### src/rtl/tdes_sequencer.sv
// tdes_sequencer: Triple-DES (EDE) run as three passes
// through a single shared combinational DES core.
module tdes_sequencer #(
   parameter int CORE_WAIT = 1
) (
   input  logic        Clk,
   input  logic        Reset,
   input  logic        In_Valid,
   output logic        In_Ready,
   input  logic        Mode,
   input  logic [63:0] Key0,
   input  logic [63:0] Key1,
   input  logic [63:0] Key2,
   input  logic [63:0] Data_In,
   output logic        Out_Valid,
   input  logic        Out_Ready,
   output logic [63:0] Data_Out,
   output logic [63:0] Core_Key,
   output logic [63:0] Core_Data,
   input  logic [63:0] Core_Enc_Result,
   input  logic [63:0] Core_Dec_Result,
   output logic        Busy,
   output logic [1:0]  Pass_Idx
);

   typedef enum logic [1:0] {
      IDLE,
      RUN,
      DONE
   } state_t;

   localparam logic [3:0] WAIT_LAST = 4'(CORE_WAIT - 1);

   state_t      state;
   state_t      state_nx;
   logic [63:0] key0_q;
   logic [63:0] key1_q;
   logic [63:0] key2_q;
   logic        mode_q;
   logic [1:0]  pass_q;
   logic [3:0]  wait_q;
   logic [63:0] key0_nx;
   logic [63:0] key1_nx;
   logic [63:0] key2_nx;
   logic        mode_nx;
   logic [1:0]  pass_nx;
   logic [3:0]  wait_nx;
   logic [63:0] core_key_nx;
   logic [63:0] core_data_nx;
   logic [63:0] data_out_nx;
   logic        out_valid_nx;
   logic        wait_done;
   logic        enc_pass;
   logic [63:0] pass_res;
   logic [1:0]  pass_inc;

   // Mode 0 walks K0,K1,K2; mode 1 walks K2,K1,K0.
   function automatic logic [63:0] pick_key(
      input logic [1:0]  p,
      input logic        m,
      input logic [63:0] k0,
      input logic [63:0] k1,
      input logic [63:0] k2
   );
      logic [63:0] k;
      case (p)
         2'd0:    k = m ? k2 : k0;
         2'd1:    k = k1;
         default: k = m ? k0 : k2;
      endcase
      return k;
   endfunction

   // Middle pass runs opposite to the outer ones; mode flips all three.
   assign wait_done = (wait_q == WAIT_LAST);
   assign enc_pass  = ~((pass_q == 2'd1) ^ mode_q);
   assign pass_res  = enc_pass ? Core_Enc_Result : Core_Dec_Result;
   assign pass_inc  = pass_q + 2'd1;

   // Status decodes straight from state.
   assign In_Ready = (state == IDLE);
   assign Busy     = (state != IDLE);
   assign Pass_Idx = (state == RUN) ? pass_q : 2'd0;

   // State register.
   always_ff @(posedge Clk or posedge Reset) begin
      if (Reset) state <= IDLE;
      else       state <= state_nx;
   end

   // Next state and next values of every datapath register.
   always_comb begin
      state_nx     = state;
      key0_nx      = key0_q;
      key1_nx      = key1_q;
      key2_nx      = key2_q;
      mode_nx      = mode_q;
      pass_nx      = pass_q;
      wait_nx      = wait_q;
      core_key_nx  = Core_Key;
      core_data_nx = Core_Data;
      data_out_nx  = Data_Out;
      out_valid_nx = Out_Valid;
      unique case (state)
         IDLE: begin
            if (In_Valid) begin
               key0_nx      = Key0;
               key1_nx      = Key1;
               key2_nx      = Key2;
               mode_nx      = Mode;
               pass_nx      = 2'd0;
               wait_nx      = 4'd0;
               core_data_nx = Data_In;
               core_key_nx  = pick_key(2'd0, Mode,
                                       Key0, Key1, Key2);
               state_nx     = RUN;
            end
         end
         RUN: begin
            if (wait_done) begin
               wait_nx = 4'd0;
               if (pass_q == 2'd2) begin
                  data_out_nx  = pass_res;
                  out_valid_nx = 1'b1;
                  pass_nx      = 2'd0;
                  state_nx     = DONE;
               end else begin
                  pass_nx      = pass_inc;
                  core_data_nx = pass_res;
                  core_key_nx  = pick_key(pass_inc, mode_q,
                                          key0_q, key1_q,
                                          key2_q);
               end
            end else begin
               wait_nx = wait_q + 4'd1;
            end
         end
         DONE: begin
            if (Out_Ready) begin
               out_valid_nx = 1'b0;
               state_nx     = IDLE;
            end
         end
         default: state_nx = IDLE;
      endcase
   end

   // Datapath registers; reset abandons any block in flight.
   always_ff @(posedge Clk or posedge Reset) begin
      if (Reset) begin
         key0_q    <= '0;
         key1_q    <= '0;
         key2_q    <= '0;
         mode_q    <= 1'b0;
         pass_q    <= 2'd0;
         wait_q    <= 4'd0;
         Core_Key  <= '0;
         Core_Data <= '0;
         Data_Out  <= '0;
         Out_Valid <= 1'b0;
      end else begin
         key0_q    <= key0_nx;
         key1_q    <= key1_nx;
         key2_q    <= key2_nx;
         mode_q    <= mode_nx;
         pass_q    <= pass_nx;
         wait_q    <= wait_nx;
         Core_Key  <= core_key_nx;
         Core_Data <= core_data_nx;
         Data_Out  <= data_out_nx;
         Out_Valid <= out_valid_nx;
      end
   end

endmodule
### config.mk
export PLATFORM = sky130hd
export DESIGN_NAME = tdes_sequencer
export DESIGN_NICKNAME = d
export VERILOG_FILES = /design/src/rtl/tdes_sequencer.sv
export SDC_FILE = /design/constraint.sdc
export NUM_CORES = 1
export LEC_CHECK = 0
export CAP_MARGIN = 20
export CORE_AREA = 2 2 225 227
export DETAILED_ROUTE_END_ITERATION = 8
export DIE_AREA = 0 0 227 229
export GPL_TIMING_DRIVEN = 1
export PLACE_DENSITY = 0.77
export SETUP_SLACK_MARGIN = 0.05
export SYNTH_ARGS = -nofsm -noshare
export SYNTH_HDL_FRONTEND = slang
export SYNTH_SLANG_ARGS = --single-unit
### constraint.sdc
create_clock -name Clk -period 18.4 [get_ports Clk]
set_input_delay 3.68 -clock Clk [delete_from_list [all_inputs] [get_ports Clk]]
set_output_delay 3.68 -clock Clk [all_outputs]
set_load 0.05 [all_outputs]
==> results.tsv <==
metric	value	unit
status	finished clean	
ios	586	
min_path_type	reg2reg	
grt_max_degree	197	
synthAdderAreaFrac	0.00384	
die_w	227	um
numCtsBuffers	44	
fmax	0.147	GHz
setup_violations	0	
cts_buffer_depth	3	
htreeDepth	2	
p_leak	0.0115	uW
synth_xor_area_frac	0.00141	
crit_buf_inv	2	
critPathMaxStageDelay	0.73	ns
grt_pass1_vias	16500	
finalCriticalPeriod	6.81	ns
synth.avg_cell_area	12.1	um2
tns	0	ns
gp_congestion	0.884	
finalWirelength	65700	um
end_kind	output pin	
port-buffer-count	585	
synth_area	19600	um2
path_delay_family	buffers and inverters	
rows	82	
coreArea	49700	um2
powerDensity	211	nW/um2
drv_slew	0	
drc	0	
track_usage	0.246	
die_h	229	um
crit_arrival	3.13	ns
maxCapViolCount	0	
slowest_stage	clkdlybuf4s50_1	
area_growth	38.8	%
slew_headroom	0.255	
num_vias	15700	
post_cts_buffers	0	
syn_inst	1619	
synth_mux_area_frac	0.246	
first_pass_iters	5	
antenna_found_initial	17	
power	5730	uW
synth_warnings	0	
finalHoldViolations	0	
yosys.area_share.simple	0.0305	
dp.cells	2744	
nNetsFinal	2514	
root_buffer	clkbuf_16	
cp.required	14.72	ns
dieArea	52000	um2
post_cts_resized	0	
dp_hpwl	44400	um
path_max_fanout	40	
path_class	reg2out	
fin_skew	0.0156	ns
grt_pass1_wl	97700	um
synth_compound_area_frac	0.169	
path_clk_slew	0.06	ns
synth_top_family_by_area	multiplexers	
syn-num-nets	2014	
rsz0062_at_grt	false	
drt_iter0_markers	1042	
critPathLaunchType	flip-flop	
synth_cell_types	31	
avgViaCountPerCell	5.54	
cts.sinks	394	
antenna_left	0	
period_share	0.370	
start_util	0.394	
grt_overflow_total	0	
wl_per_cell	23.2	um
insertion_delay	0.57	ns
drive_above_1_share	0.165	
ir_drop	0.133	mV
crit_chain	nand2b_4, buf_4, nor2_1, clkdlybuf4s50_1	
worst_slack	11.59	ns
ys_seq_elements	394	
yosysSeqAreaShare	0.504	
pre_cts_ws	11.54	ns
hold_buffers	0	
tightestPinTransition	1.12	ns
final_cell_count_no_fill	2836	
cts_tree	done	
==> cell usage in the layout (no fill, tap or decap), drive strengths merged <==
master         instances
nor3b                  2
or3b                   1
clkbuf                67
xnor2                  1
o21ai                131
nor2b                  2
o21bai                 1
clkdlybuf4s50        584
a22o                   5
buf                   20
nor3                   1
mux2i                192
a31o                   1
a221oi                64
ha                     6
nand3                  2
clkinv                 4
o22a                  64
mux2                 257
diode                 13
o31ai                  2
a21o                  65
a31oi                  2
dfrtp                394
nand2b                 2
nor2                  68
inv                   11
bufinv                 4
nor4b                  1
a211oi               128
nand2                 69
==> path summary, 6_finish.rpt <==
check / start / end / slack (ns) / cells past startpoint
worst max register to register: pass_q[1] / Core_Data[55] / 15.07 / 8
max in group asynchronous: Reset / mode_q / 12.31 / 4
worst min register to register: Core_Data[9] / Core_Data[9] / 0.48 / 1
worst min-delay path: Core_Data[9] / Core_Data[9] / 0.48 / 1
min in group asynchronous: Reset / Data_Out[1] / 3.65 / 2
worst max-delay path: state[1] / Pass_Idx[1] / 11.59 / 4
==> Yosys cell counts <==
| master | n | area (um2) |
|---|---|---|
| mux2i_1 | 192 | 1920 |
| inv_1 | 8 | 30.0 |
| o22a_1 | 64 | 561 |
| buf_2 | 34 | 170 |
| buf_1 | 4 | 15.0 |
| buf_6 | 8 | 90.1 |
| a22o_1 | 5 | 43.8 |
| clkbuf_1 | 65 | 244 |
| o21bai_1 | 1 | 7.51 |
| nor3_1 | 1 | 5.00 |
| nor2_1 | 68 | 255 |
| mux2_2 | 257 | 2890 |
| o31ai_1 | 2 | 15.0 |
| a221oi_1 | 64 | 561 |
| buf_4 | 33 | 248 |
| or3b_2 | 1 | 8.76 |
| o21ai_0 | 131 | 656 |
| a31oi_1 | 2 | 12.5 |
| dfrtp_1 | 394 | 9860 |
| nor4b_1 | 1 | 8.76 |
| nand3_1 | 2 | 10.0 |
| nand2_1 | 69 | 259 |
| a21o_1 | 65 | 488 |
| ha_1 | 6 | 75.1 |
| nor3b_2 | 2 | 25.0 |
| nand2b_1 | 2 | 12.5 |
| buf_8 | 6 | 90.1 |
| xnor2_4 | 1 | 27.5 |
| nor2b_1 | 2 | 12.5 |
| a31o_1 | 1 | 8.76 |
| a211oi_1 | 128 | 961 |
==> report_power, final <==
part	switching (uW)	total, uW	internal, uW
Combinational	1900	3210	1310
Clock	363	901	538
Sequential	299	1620	1320
==> stage by stage <==
step	hold slack, ns	util	instance area [um2]
after global routing	0.489	0.547	27200
after CTS	0.479	0.546	27100
final	0.475	0.547	27200
after detailed placement	0.465	0.517	25700
after floorplan	0.481	-	19600
after global placement	0.460	0.517	25700
==> sequential cells by signal, indices dropped and copies added, names as in the netlist, 4 cells and up <==
signal and count:
Core_Key 64, key2_q 64, Core_Data 64, wait_q 4, Data_Out 64, key0_q 64
key1_q 64
==> area by class of cell <==
cell class / instances / area [um2]
clock inverters: 11 / 166
multi-input cells: 1067 / 8900
well taps: 672 / 841
diodes: 13 / 32.5
fillers: 4207 / 22500
clock buffers: 67 / 1290
repair buffers: 604 / 6040
inverters: 8 / 37.5
flip-flops and latches: 394 / 9860
==> cells by family after synthesis <==
kind of cell / Yosys count
muxes: 449
AOI/OAI and AO/OA: 463
adders and majority gates: 6
DFF: 394
and+or+nand+nor: 148
buffers and inverters: 158
xor gates and xnor gates: 1
==> routing by layer <==
layer,up-vias,GRT usage,share of wire
met5,-,0,0.00087
met3,138,0.0629,0.077
met2,562,0.423,0.50
met4,8,0.133,0.047
met1,7896,0.277,0.38
li1,7120,-,-
(Power assumes the default switching activity.)
